===== config.mk =====
export PLATFORM = sky130hd
export DESIGN_NAME = auc_alu_arb
export DESIGN_NICKNAME = d
export VERILOG_FILES = /design/src/rtl/auc_pkg.sv /design/src/rtl/auc_arb_pick.sv /design/src/rtl/auc_alu_arb.sv
export SDC_FILE = /design/constraint.sdc
export NUM_CORES = 1
export LEC_CHECK = 0
export ABC_AREA = 1
export CAP_MARGIN = 0
export CORE_AREA = 5 5 428 430
export DETAILED_ROUTE_END_ITERATION = 8
export DIE_AREA = 0 0 433 435
export SLEW_MARGIN = 20
export SYNTH_ARGS = -nofsm -noshare
export SYNTH_HDL_FRONTEND = slang
export SYNTH_SLANG_ARGS = --single-unit

===== constraint.sdc =====
create_clock -name clk -period 1.97 [get_ports clk]
set_input_delay 0.4925 -clock clk [delete_from_list [all_inputs] [get_ports clk]]
set_output_delay 0.4925 -clock clk [all_outputs]
set_load 0.02 [all_outputs]

===== src/rtl/auc_pkg.sv =====
// Shared constants for the ECC ALU arbiter: opcodes, operand RAM map, arbiter states.
package auc_pkg;

  // opcode layout {carry, swap, op[1:0]}
  localparam logic [3:0] OP_FA   = 4'b0000;
  localparam logic [3:0] OP_MUL  = 4'b0001;
  localparam logic [3:0] OP_INV  = 4'b0010;
  localparam logic [3:0] OP_EXP  = 4'b0011;
  localparam logic [3:0] OP_SWAP = 4'b0100;
  localparam logic [3:0] OP_SUB  = 4'b1000;

  localparam int ZRRAM    = 18;
  localparam int ACCIDENT = 30;

  typedef enum logic [1:0] {
    ARB_IDLE  = 2'd0,
    ARB_GRANT = 2'd1,
    ARB_DRAIN = 2'd2
  } arb_state_e;

endpackage


===== src/rtl/auc_arb_pick.sv =====
// Combinational winner select: first requester found scanning upward from ptr (wrapping).
// ptr tied to 0 gives fixed priority; AUC_ARB_RR_EN in the top drives a rotating ptr.
module auc_arb_pick #(
  parameter int NREQ = 3,
  parameter int IW   = 2
) (
  input  logic [NREQ-1:0] req,
  input  logic [IW-1:0]   ptr,
  output logic [NREQ-1:0] gnt
);

  int   idx;
  logic found;

  always_comb begin
    gnt   = '0;
    found = 1'b0;
    idx   = 0;
    for (int k = 0; k < NREQ; k++) begin
      idx = int'(ptr) + k;
      if (idx >= NREQ) idx = idx - NREQ;
      if (!found && req[idx]) begin
        gnt[idx] = 1'b1;
        found    = 1'b1;
      end
    end
  end

endmodule


===== src/rtl/auc_alu_arb.sv =====
// Arbiter/sequencer sharing one ECC ALU and operand RAM among NREQ micro-FSMs.
// Define AUC_ARB_RR_EN for round-robin pick; default is fixed priority (index 0 highest).
module auc_alu_arb
  import auc_pkg::*;
#(
  parameter int NREQ  = 3,
  parameter int WID   = 256,
  parameter int AWID  = 5,
  parameter int OPWID = 4
) (
  input  logic                  clk,
  input  logic                  rst_n,
  input  logic [NREQ-1:0]       req,
  output logic [NREQ-1:0]       gnt,
  input  logic [NREQ*OPWID-1:0] req_opcode,
  input  logic [NREQ-1:0]       req_auen,
  input  logic [NREQ-1:0]       req_carry,
  input  logic [NREQ-1:0]       req_swapop,
  input  logic [NREQ-1:0]       req_swapvl,
  input  logic [NREQ*AWID-1:0]  req_ra,
  input  logic [NREQ*AWID-1:0]  req_wa,
  input  logic [NREQ-1:0]       req_we,
  input  logic [NREQ*WID-1:0]   req_wd,
  output logic [NREQ-1:0]       req_auvld,
  output logic [OPWID-1:0]      alu_opcode,
  output logic                  alu_auen,
  output logic                  alu_carry,
  output logic                  alu_swapop,
  output logic                  alu_swapvl,
  input  logic                  alu_auvld,
  output logic [AWID-1:0]       ram_ra,
  output logic [AWID-1:0]       ram_wa,
  output logic                  ram_we,
  output logic [WID-1:0]        ram_wd,
  output logic                  arb_busy,
  output logic                  arb_err
);

  localparam int IW = (NREQ > 1) ? $clog2(NREQ) : 1;

  arb_state_e      state, state_n;
  logic [NREQ-1:0] gnt_n, pick_gnt;
  logic [IW-1:0]   ptr;
  logic            busy_n, err_n, own_req, fwd_auen, fwd_we;

  auc_arb_pick #(.NREQ(NREQ), .IW(IW)) u_pick (
    .req (req),
    .ptr (ptr),
    .gnt (pick_gnt)
  );

  // Owner mux; with no grant the RAM addresses park on harmless locations.
  always_comb begin
    alu_opcode = '0;
    alu_carry  = 1'b0;
    alu_swapop = 1'b0;
    alu_swapvl = 1'b0;
    ram_ra     = AWID'(ZRRAM);
    ram_wa     = AWID'(ACCIDENT);
    ram_wd     = '0;
    fwd_auen   = 1'b0;
    fwd_we     = 1'b0;
    for (int i = 0; i < NREQ; i++) begin
      if (gnt[i]) begin
        alu_opcode = req_opcode[i*OPWID +: OPWID];
        alu_carry  = req_carry[i];
        alu_swapop = req_swapop[i];
        alu_swapvl = req_swapvl[i];
        ram_ra     = req_ra[i*AWID +: AWID];
        ram_wa     = req_wa[i*AWID +: AWID];
        ram_wd     = req_wd[i*WID +: WID];
        fwd_auen   = req_auen[i];
        fwd_we     = req_we[i];
      end
    end
    // a draining owner may not start new work
    alu_auen = fwd_auen & (state == ARB_GRANT);
    ram_we   = fwd_we   & (state == ARB_GRANT);
  end

  assign own_req   = |(req & gnt);
  assign req_auvld = (alu_auvld && arb_busy) ? gnt : '0;

  always_comb begin
    state_n = state;
    gnt_n   = gnt;
    case (state)
      ARB_IDLE: if (|req) begin
        state_n = ARB_GRANT;
        gnt_n   = pick_gnt;
      end
      ARB_GRANT: if (!own_req) begin
        if (arb_busy) begin
          state_n = ARB_DRAIN;
        end else begin
          state_n = ARB_IDLE;
          gnt_n   = '0;
        end
      end
      ARB_DRAIN: if (alu_auvld) begin
        state_n = ARB_IDLE;
        gnt_n   = '0;
      end
      default: begin
        state_n = ARB_IDLE;
        gnt_n   = '0;
      end
    endcase
    busy_n = alu_auen ? 1'b1 : (alu_auvld ? 1'b0 : arb_busy);
    err_n  = arb_err | (|((req_auen | req_we) & ~gnt));
  end

  always_ff @(posedge clk or negedge rst_n) begin
    if (!rst_n) begin
      state    <= ARB_IDLE;
      gnt      <= '0;
      arb_busy <= 1'b0;
      arb_err  <= 1'b0;
    end else begin
      state    <= state_n;
      gnt      <= gnt_n;
      arb_busy <= busy_n;
      arb_err  <= err_n;
    end
  end

`ifdef AUC_ARB_RR_EN
  logic [IW-1:0] ptr_n;

  // next search starts just past the newly granted owner
  always_comb begin
    ptr_n = ptr;
    for (int i = 0; i < NREQ; i++)
      if (pick_gnt[i]) ptr_n = (i == NREQ-1) ? '0 : IW'(i + 1);
  end

  always_ff @(posedge clk or negedge rst_n) begin
    if (!rst_n)                         ptr <= '0;
    else if (state == ARB_IDLE && |req) ptr <= ptr_n;
  end
`else
  assign ptr = '0;
`endif

endmodule

# --- Word level (Yosys, flattened, before mapping) ---
# Index checks and enable logic that the tools add are counted.
# W data, S select, Z words.
word_totals:
  latch_bits: 0
  reg_bits: 7
  mem_bits_rw: 0
  rom_bits: 0
  n_memories: 0
op_classes:
  div_mod_pow: 0
  n_addsub: 0
  reduce_logical: 12
  muxes: 45
  shifts: 0
  n_eq_ne: 6
  n_bitwise: 7
  magnitude_cmp: 0
  multipliers: 0
ops:
  columns: ["operator", "count"]
  rows:
  - ["$mux W256", 3]
  - ["$mux W5", 6]
  - ["$mux W1", 20]
  - ["$mux W3", 6]
  - ["$mux W4", 3]
  - ["$mux W2", 5]
  - ["$pmux W3 S3", 1]
  - ["$reduce_or A3 Y1", 3]
  - ["$ne A2 B2 Y1 const B", 4]
  - ["$and A3 B3 Y3", 2]
  - ["$pmux W2 S3", 1]
  - ["$reduce_and A4 Y1", 1]
  - ["$logic_and A1 B1 Y1", 3]
  - ["$not A3 Y3", 1]
  - ["$or A3 B3 Y3", 1]
  - ["$reduce_and A3 Y1", 1]
  - ["$and A1 B1 Y1", 2]
  - ["$eq A2 B1 Y1 const B", 1]
  - ["$eq A2 B2 Y1 const B", 1]
  - ["$logic_not A1 Y1", 2]
  - ["$logic_not A2 Y1", 1]
  - ["$reduce_bool A2 Y1", 1]
  - ["$or A1 B1 Y1", 1]

# --- Longest topological paths before layout ---
# Gate-level depths: netlist (run 1).
depth:
  word_depth: 9
  mapped_depth: 8
  mapped_depth_nobuf: 7

# --- Cells and area by module ---
# A second synthesis (run 1) with hierarchy kept.
unflattened:
  cells_unflattened: 1050
  hier_area_um2: 5660.4
modules_own_cells:
  columns: ["mod", "area_each_um2", "cells_per_inst", "seq_area_each_um2", "n_inst"]
  rows:
  - ["auc_alu_arb", 5427.7, 1008, 175.2, 1]
  - ["auc_arb_pick", 232.7, 42, 0.0, 1]

# --- Least setup slack after synthesis (run 1) ---
# No wires, ideal clock.
synth_timing:
  path_type: "flip-flop to output port"
  start: "register gnt[0]"
  end: "output port ram_wd[42]"
  stages_incl_launch_ff: 6
  slack_ps: -92
  arrival_time_ps: 1570
  required_ps: 1477
  cell_sequence: "dfrtp_1 -> inv_2 -> nor2_4 -> buf_1 -> a22oi_1 -> o21ai_0"
synth_between:
  elab_chain_len: 3
synth_lines:
  columns: ["element", "line_no", "text"]
  rows:
  - ["start, declared", "auc_alu_arb.sv:14", "output logic [NREQ-1:0] gnt,"]
  - ["start signal, assigned", "auc_alu_arb.sv:121", "gnt <= gnt_n;"]
  - ["$mux W256 (3 in series)", "auc_alu_arb.sv:64", "if (gnt[i]) begin"]
  - ["end, declared", "auc_alu_arb.sv:34", "output logic [WID-1:0] ram_wd,"]
# Every way passes these cells.

# --- Worst setup path in the final report (run 1) ---
layout_timing:
  start: "register gnt[1]"
  end: "output port ram_wd[45]"
layout_between:
  elab_chain_len: 2
layout_lines:
  columns: ["element", "line_no"]
  rows:
  - ["$mux W256 (2 in series)", "auc_alu_arb.sv:64"]
# Every way passes these cells.

==> flow_results.org, run 1 <==
** Logic synthesis
- Of the total synthesized cell area, the portion taken by full adders, half adders and majority gates is 0.
- Count of distinct cell types in the synthesized netlist :: 20
- Summed over all instances, the cell type with the most area after synthesis is a22oi_1.
- The synthesized design contains 7 register bits.
- The mapped netlist covers 5400 um^2.
- Synthesized-area fraction occupied by ao, oa, aoi and oai cells :: 0.639
- The share of synthesized area in the top cell type comes to 0.371.
- Proportion of synthesized area in mux cells :: 0
- Total of warnings raised by yosys :: 0
- Simple-gate share of the synthesized area :: 0.220
- After synthesis, the largest family of logic cells by area is compound AO/OA/AOI/OAI gates.
- Averaged over all synthesized cells, the footprint is 5.40 um^2.
- Synthesized Nets :: 1831
- Leading cell types by total area after synthesis :: a22oi_1 (37%), nand2_1 (20%), o21ai_1 (19%), o21ai_0 (6.8%), buf_2 (5.7%)
- Of the synthesized area, sequential elements account for 0.0324.
- Of the total synthesized cell area, the portion taken by XOR and XNOR cells is 0.
- Post-Synthesis Cells :: 1000

** Global routing
- Pin count of the biggest net entering global routing :: 58
- The first global-routing pass estimated 207000 um of wire.
- The number of global-route vias before repair came to 14200.
- For this run, global-route usage on met3 was measured as 0.0597.
- Overall track demand over capacity in global routing :: 0.179
- The initial antenna violation count is 298.
- Global routing finished with a remaining overflow of 0.
- Met2 track demand over resource in global routing :: 0.365
- Met1 layer usage reported by global route :: 0.169
- The layer flagged by global routing as most heavily used is met2.

** Clocking
- After clock tree synthesis, the clock-pin slew on the worst setup and hold paths is 0.04 ns.
- In this run, CTS created clock tree buffers numbering 3.
- Cts hold-fix bufs :: 0
- The clock drives 7 sinks.
- The clock passes through at most 2 buffers.
- Clock network latency to the later pin of the worst-skew pair :: 0.24 ns
- Master cell of the clock root buffer :: clkbuf_16
- TritonCTS built the clock tree.
- Count of H-tree levels built during CTS :: 1

** Power
- Internal power contribution :: 16300 uW
- Of the total power, combinational logic draws 0.981.
- Part of the power in the clock network :: 0.011
- Fraction of power consumed by sequential logic :: 0.007
- Net Sw Power :: 17700 uW
- The worst-case IR drop observed on VDD is 0.482 mV.
- Sw Share :: 0.521
- Leakage :: 0.00855 uW
- For this design the ratio of total power to cell area is 1330 nW/um^2.

** Placed design
- Placed wire-length estimate after detailed placement :: 159000 um
- Prior to clock tree synthesis, the placed netlist has a worst setup slack of -0.856 ns.
- Port buffering added 1113 buffers.
- Weighted congestion reported at the end of routability-driven placement :: 1.14

** Timing
- Clock period minus final worst setup slack :: 2.59 ns
- Setup violations remaining at the end of the flow were counted as 280.
- Unrepaired setup endpoints after global routing :: true
- Derived from the worst setup path, the maximum achievable clock frequency is 386 MHz.
- Setup slack on the critical path of the routed design comes to -0.623 ns.
- The count of final max-slew check failures was 0.
- The final hold violation count was 0.
- Worst clock skew :: 0.00138 ns
- In this run the tightest slew margin relative to its limit is 0.660.
- Slew @ Worst Pin :: 0.508 ns
- Adding up every negative setup slack in the final design gives -130.70 ns.
- Final cycle utilization of the critical path :: 1.32

** Critical path
- Max incr delay on CP :: 0.51 ns
- FF-to-FF setup slack :: 0.28 ns
- Endpoint of the most critical register-to-register path :: gnt[1]
- On the critical path, the stage with the largest delay is an instance of dfrtp_4.
- The cell family contributing the most delay on the critical path is buffers and inverters.
- Critical Path Start Type :: flop
- The worst setup path is captured at a primary output.
- Most prevalent standard cell on the critical path :: buf_12
- STA puts the critical path data required time at 1.48 ns.
- Cell breakdown of the critical path :: nor2_4 > buf_12 > buf_16 > buf_16 > buf_12 > buf_8 > a22oi_2 > o21ai_2 > buf_12
- Worst path arrival time :: 2.10 ns
- R2R depth :: 8
- Start-to-end type of the worst setup path :: flop to primary output
- Startpoint of the lowest-slack register-to-register path :: gnt[1]
- Critical-path maximum fanout :: 6
- Buf+Inv Stages, Crit Path :: 6

** Cells and area
- Growth of design area from synthesis to finish :: 372%
- Final core area utilization :: 0.142
- Leaving out fill and tap cells, the most frequent cell in the layout is clkdlybuf4s50_1.
- After filler insertion, the fill cell instance count of the layout stands at 20200.
- Most frequent cells in the layout :: clkdlybuf4s50_1 (836), nand2_1 (291), buf_12 (213)
- In the final layout, the share of cells above drive strength 1 is 0.394.
- For this run, the post-layout net count is 3015.

** Route
- WL/cell :: 39.0 um
- The first routing iteration left 1119 violations.
- ANT nets after route :: 0
- Avg Vias per Cell :: 3.31
- After detailed routing, the number of remaining DRC violations is 0.
- Routed wire length :: 179000 um
- Initial DRT Pass Iterations :: 7
- The detailed router placed 15200 vias in this run.

** Min path
- The min-delay analysis places its worst path in the category flop to flop.
- Hold_sp :: arb_err
- Hold Path Cell Cnt :: 2
- For hold timing, the worst endpoint is arb_err.

** Floorplan
- Die X :: 433 um
- For this configuration, the core starts out at a cell density of 0.0301.
- Floorplan die area :: 188000 um^2
- In this run the vertical extent of the chip is 435 um.
- IO Count :: 1114
- Row count :: 156
- Core area :: 179000 um^2

** Run status
- Violations in the final reports :: setup timing
- Result of the run :: finished with violations

** Job
- Max-cap violations in this run came to 0.
power groups by stage:
stage / clock network, uW / logic, uW / registers (uW)
5_1_grt: 394 / 34600 / 259
2_1_floorplan: 0 / 8620 / 276
3_3_place_gp: 0 / 28000 / 245
4_1_cts: 390 / 32300 / 252
3_5_place_dp: 0 / 28100 / 247
6_report: 380 / 33300 / 254
per-layer routing:
layer	wire length, um	vias up
li1	-	6196
met4	7540	92
met3	15100	622
met1	56000	7029
met2	100000	1282
met5	570	-
per-stage QoR:
| stage | power, uW | instances | instance area, um^2 | hold WS (ns) |
|---|---|---|---|---|
| 6_report | 33900 | 4595 | 25500 | 0.561 |
| 5_1_grt | 35300 | 4575 | 25400 | 0.567 |
| 4_1_cts | 32900 | 4562 | 24200 | 0.544 |
| 3_5_place_dp | 28300 | 4498 | 22100 | 0.531 |
| 3_3_place_gp | 28200 | 4498 | 22100 | 0.524 |
| 2_1_floorplan | 8900 | 1000 | 5650 | 0.197 |
worst min-delay path, cell delays in order (launching register included):
cell and delay [ns]:
dfrtp_1 0.38, inv_1 0.06, nand4_1 0.09
final cells by class:
| type | instances | area [um^2] | area share |
|---|---|---|---|
| clock inverter | 1 | 5.00 | 0.000196 |
| sequential | 7 | 183 | 0.00717 |
| clock buffer | 3 | 75.1 | 0.00295 |
| antenna | 42 | 105 | 0.00413 |
| multi-input combinational | 864 | 6660 | 0.261 |
| inverter | 9 | 42.5 | 0.00167 |
| tap | 2370 | 2970 | 0.116 |
| timing repair buffer | 1299 | 15400 | 0.606 |
cells by family (layout without fill, tap and decap cells):
family / Yosys count / in the layout
buffers and inverters: 129 / 1312
other: 0 / 42
DFF: 7 / 7
and+or+nand+nor: 309 / 309
AOI/OAI and AO/OA: 555 / 555
repair_timing:
item	4_1_cts	5_1_grt
setup endpoints to repair	280	281
gates cloned	19	13
pin swaps	37	153
gates resized for setup	673	264
setup buffers	44	31
flip-flops by register name (all words and copies together) (netlist names):
| signal | count |
|---|---|
| gnt | 3 |
| arb_err | 1 |
| state | 2 |
| arb_busy | 1 |
how the worst max path moves through the flow:
stage / startpoint / end / slack (ns) / cells after the start
detailed placement: gnt[1] / ram_wd[11] / -0.86 / 5
finish: gnt[1] / ram_wd[45] / -0.62 / 9
global route: gnt[1] / ram_wd[53] / -0.68 / 9
CTS: gnt[1] / ram_wd[30] / -0.61 / 9
global placement: gnt[1] / ram_wd[11] / -0.79 / 5
floorplan: gnt[0] / ram_wd[105] / -0.002 / 6
Yosys cell counts:
master and n:
buf_4 4, nand2_1 291, a22oi_1 267, o21ai_1 205, o22ai_1 6, a21oi_1 4
dfrtp_1 7, nor2_4 1, o21ai_0 73, buf_6 1, nand3b_1 3, nor2_1 8
buf_1 3, clkbuf_1 50, inv_2 2, buf_2 62, or2_1 1, nand4_1 1
nand3_1 4, inv_1 7
Note: power is estimated with default switching activity, not from simulation.
==> inputs of run 2 (changes only) <==
--- a/config.mk
+++ b/config.mk
@@ -10,7 +10,6 @@
 export CORE_AREA = 5 5 428 430
 export DETAILED_ROUTE_END_ITERATION = 8
 export DIE_AREA = 0 0 433 435
-export SLEW_MARGIN = 20
 export SYNTH_ARGS = -nofsm -noshare
 export SYNTH_HDL_FRONTEND = slang
 export SYNTH_SLANG_ARGS = --single-unit
==> results of run 2 <==
No change in the layout: final DEF, timing and power equal those of run 1.
==> inputs of run 3 (changes only) <==
--- a/config.mk
+++ b/config.mk
@@ -5,11 +5,10 @@
 export SDC_FILE = /design/constraint.sdc
 export NUM_CORES = 1
 export LEC_CHECK = 0
-export ABC_AREA = 1
 export CAP_MARGIN = 0
-export CORE_AREA = 5 5 428 430
+export CORE_AREA = 5 5 426 428
 export DETAILED_ROUTE_END_ITERATION = 8
-export DIE_AREA = 0 0 433 435
+export DIE_AREA = 0 0 431 433
 export SYNTH_ARGS = -nofsm -noshare
 export SYNTH_HDL_FRONTEND = slang
 export SYNTH_SLANG_ARGS = --single-unit
==> run 3 against run 2 <==
  * The run still ends with setup timing left
  * Worst setup slack better by 0.058 ns
  * Clock power down 6.1%
  * Via count barely moved
  * Critical path depth decreased by 1
==> flow_results.org, run 3 <==
** Logic synthesis
- Post-synthesis async set-or-reset flop share :: 1.00
- Synthesis produced a netlist whose cell count is 993.
- Counting flops with a built-in enable in the synthesized netlist gives 0.
- The biggest area contributor in the post-synthesis netlist is a22oi_1.
- The synthesized design contains 7 register bits.
- The commonest cells after synthesis are nand2_1 (279), a22oi_1 (246), o21ai_1 (220).
- Dividing the synthesized area by the synthesized cell count gives 5.67 um^2.
- For this run, the leading register cell type out of synthesis is dfrtp_1.
- The number of nets handed over by synthesis was 1824.
- Synthesized cell area :: 5630 um^2
- Count of distinct cell types in the synthesized netlist :: 33
- Of the post-synthesis cell area, the dominant cell type holds 0.328.
- During synthesis, Yosys emitted a total of 0 warnings.
- Most numerous cell in the Yosys netlist :: nand2_1
- Register area share after synthesis :: 0.0311
- Yosys attributes the largest share of cell area to a22oi_1 (33%), o21ai_1 (20%), nand2_1 (19%), clkbuf_1 (5.2%), o21ai_0 (4.9%).

** Placed design
- The congestion estimate from routability-driven global placement came to 0.978.
- Placed wire-length estimate after detailed placement :: 167000 um
- During placement, the flow inserted port buffers numbering 1113.
- Worst slack at placement :: -1.00 ns

** Run status
- The run finished, with violations left.
- The checks that failed: setup timing.

** Route
- Summing over every cut layer, the via total after detailed routing is 15200.
- Routed wire length :: 186000 um
- Initial DRT Pass Iterations :: 5
- After the first detailed-routing iteration, the DRC count stood at 1233.
- ANT nets after route :: 0
- Using the TritonRoute via totals, the vias-per-cell ratio works out to 3.29.
- For this run, design rule violations remaining after detail routing come to 0.
- Dividing the detail-routed wire length by the instance count gives 40.3 um.

** Cells and area
- The register with the most flip-flops in the layout has 3 of them.
- Number of nets in the finished design :: 3072
- From synthesis to final layout, the design area changed by 359%.
- Register ranked first by flip-flop count :: gnt
- In the final layout, the share of cells above drive strength 1 is 0.428.
- Biggest registers after layout :: gnt x3, state x2
- The library cell used most frequently in the layout, excluding fill and tap cells, is clkdlybuf4s50_1.
- Most frequent cells in the layout :: clkdlybuf4s50_1 (834), nand2_1 (268), o21ai_2 (227)

** Timing
- At the pin with the least slew margin, the transition time is 0.587 ns.
- Worst setup margin :: -0.565 ns
- Final cycle utilization of the critical path :: 1.29
- Counting I/O delays and the setup requirement, the final critical path takes 2.54 ns.
- Setup violators final :: 282
- The worst pin sits at a relative slew slack of 0.607.
- Final Hold Violating Endpoints :: 0
- Timing would allow up to 394 MHz.
- The count of final max-slew check failures came to 0.
- Setup repair after global routing could not meet its margin everywhere.
- Worst-case hold slack :: 0.516 ns
- Setup TNS :: -122.41 ns
- Worst clock skew :: 0.00310 ns

** Global routing
- Overall track demand over capacity in global routing :: 0.184
- In the global route stage, met3 resource usage came out at 0.0607.
- Busiest metal layer after global routing :: met2
- Remaining global-route overflow :: 0
- Pin count of the biggest net entering global routing :: 56
- For this run, global-route usage on met1 was measured as 0.196.
- The number of global-route vias before repair came to 14200.
- The initial antenna violation count was 245.
- Global-route wire length before repair :: 212000 um
- Met2 track demand over resource in global routing :: 0.345

** Critical path
- Top cell family by delay on the critical path :: buffers and inverters
- Start-to-end type of the worst setup path :: flop to primary output
- In this run the worst path has a maximum fanout of 12.
- Slowest CP cell :: dfrtp_4
- For the worst setup path, the data required time is 1.48 ns.
- Buf+Inv Stages, Crit Path :: 5
- Critical Path Start Type :: flop
- On the worst path, the slowest cell contributes a delay of 0.49 ns.
- Sort of element at the end of the critical path :: primary output
- Most prevalent standard cell on the critical path :: buf_12
- The signal on the critical path passes through nor2b_4 > buf_12 > buf_16 > buf_12 > buf_12 > a22oi_1 > o21ai_2 > buf_12.
- Worst path arrival time :: 2.04 ns

** Power
- Cell area power density :: 1310 nW/um^2
- Leakage :: 0.00886 uW
- The completed layout was analyzed and its total power is 33800 uW.
- The worst-case IR drop observed on VDD is 0.446 mV.

** Floorplan
- The floorplan step defined a die boundary enclosing 187000 um^2.
- During I/O placement, the number of pins put on the boundary was 1114.
- Core area :: 177000 um^2
- The floorplan has 155 rows.
- The die is 431 um wide.
- Initial Utilization :: 0.0317
- Die height :: 433 um

** Clocking
- Clock tree synthesis found a total of 7 sinks.
- For this design, the CTS-stage hold fixing added 0 buffers.
- No sink is reached through more buffers than the 2 on the longest clock path.
- For the worst-skew pair, the clock arrives at the later sink with an insertion delay of 0.24 ns.
- The tree is rooted in a clkbuf_16.
- Count of H-tree levels built during CTS :: 1
- Number of buffers inserted during clock tree synthesis :: 3
- Clock tree from TritonCTS :: yes
- After clock tree synthesis, the clock-pin slew on the worst setup and hold paths is 0.04 ns.

** Min path
- Min-delay worst type :: flop to flop

** Job
- Max-Cap Viols :: 0
[run 3: changes by cell type after synthesis, sizes merged, moves of 4 or more]
cell / change
clkbuf: +28
nor2: -4
nand2: -12
buf: -27
inv: -4
nand3: -4
[run 3: layout make-up]
type | count | area [um^2]
Sequential cell | 7 | 183
Tap cell | 2355 | 2950
Timing Repair Buffer | 1364 | 15900
Clock buffer | 4 | 78.8
Fill cell | 20100 | 152000
Multi-Input combinational cell | 859 | 6560
Antenna cell | 32 | 80.1
Inverter | 6 | 27.5
[run 3: final timing paths]
kind	start	end	slack (ns)	cells after the start
min in group asynchronous	rst_n	arb_err	0.56	1
min reg2reg	arb_err	arb_err	0.52	2
max in group asynchronous	rst_n	gnt[1]	1.09	1
max	gnt[1]	ram_wd[66]	-0.57	8
max reg2reg	gnt[1]	gnt[1]	-0.02	7
min	arb_err	arb_err	0.52	2
[run 3: cell families (layout without fill, tap and decap cells)]
family	after synthesis	count (layout)	share of synthesized area
compound gates	561	561	0.644
other cells	0	32	0
simple gates	298	298	0.205
flops	7	7	0.0311
buf+inv	127	1374	0.120
[run 3: timing repair]
| item | in CTS | in global routing |
|---|---|---|
| gates resized for setup | 678 | 209 |
| buffers inserted | 36 | 40 |
| endpoints found under the setup margin | 280 | 285 |
| pin swaps | 28 | 59 |
| gates cloned | 15 | 14 |
[run 3: metal layers]
| metal | vias up | share of wire |
|---|---|---|
| met5 | - | 0.0042 |
| met1 | 7258 | 0.35 |
| met4 | 98 | 0.040 |
| met3 | 443 | 0.086 |
| li1 | 6317 | - |
| met2 | 1117 | 0.52 |
[run 3: report_power, final]
part | total [uW] | internal [uW] | switching, uW
registers | 246 | 201 | 45.6
clock network | 357 | 270 | 86.4
logic | 33200 | 15700 | 17600
total | 33800 | 16100 | 17700
[run 3: worst register-to-register path, delay by kind of cell, from the launching register on]
kind	cells	cell delay, ns
AO/OA/AOI/OAI	2	0.57
AND/OR/NAND/NOR	1	0.24
flip-flops	1	0.49
buffers and inverters	4	0.53
[run 3: metrics by stage]
step,cells,instance area (um^2),util
CTS,4545,24400,0.137
detailed placement,4492,22800,0.129
finish,4627,25800,0.146
floorplan,993,6430,-
global route,4609,25800,0.145
global placement,4492,22800,0.129
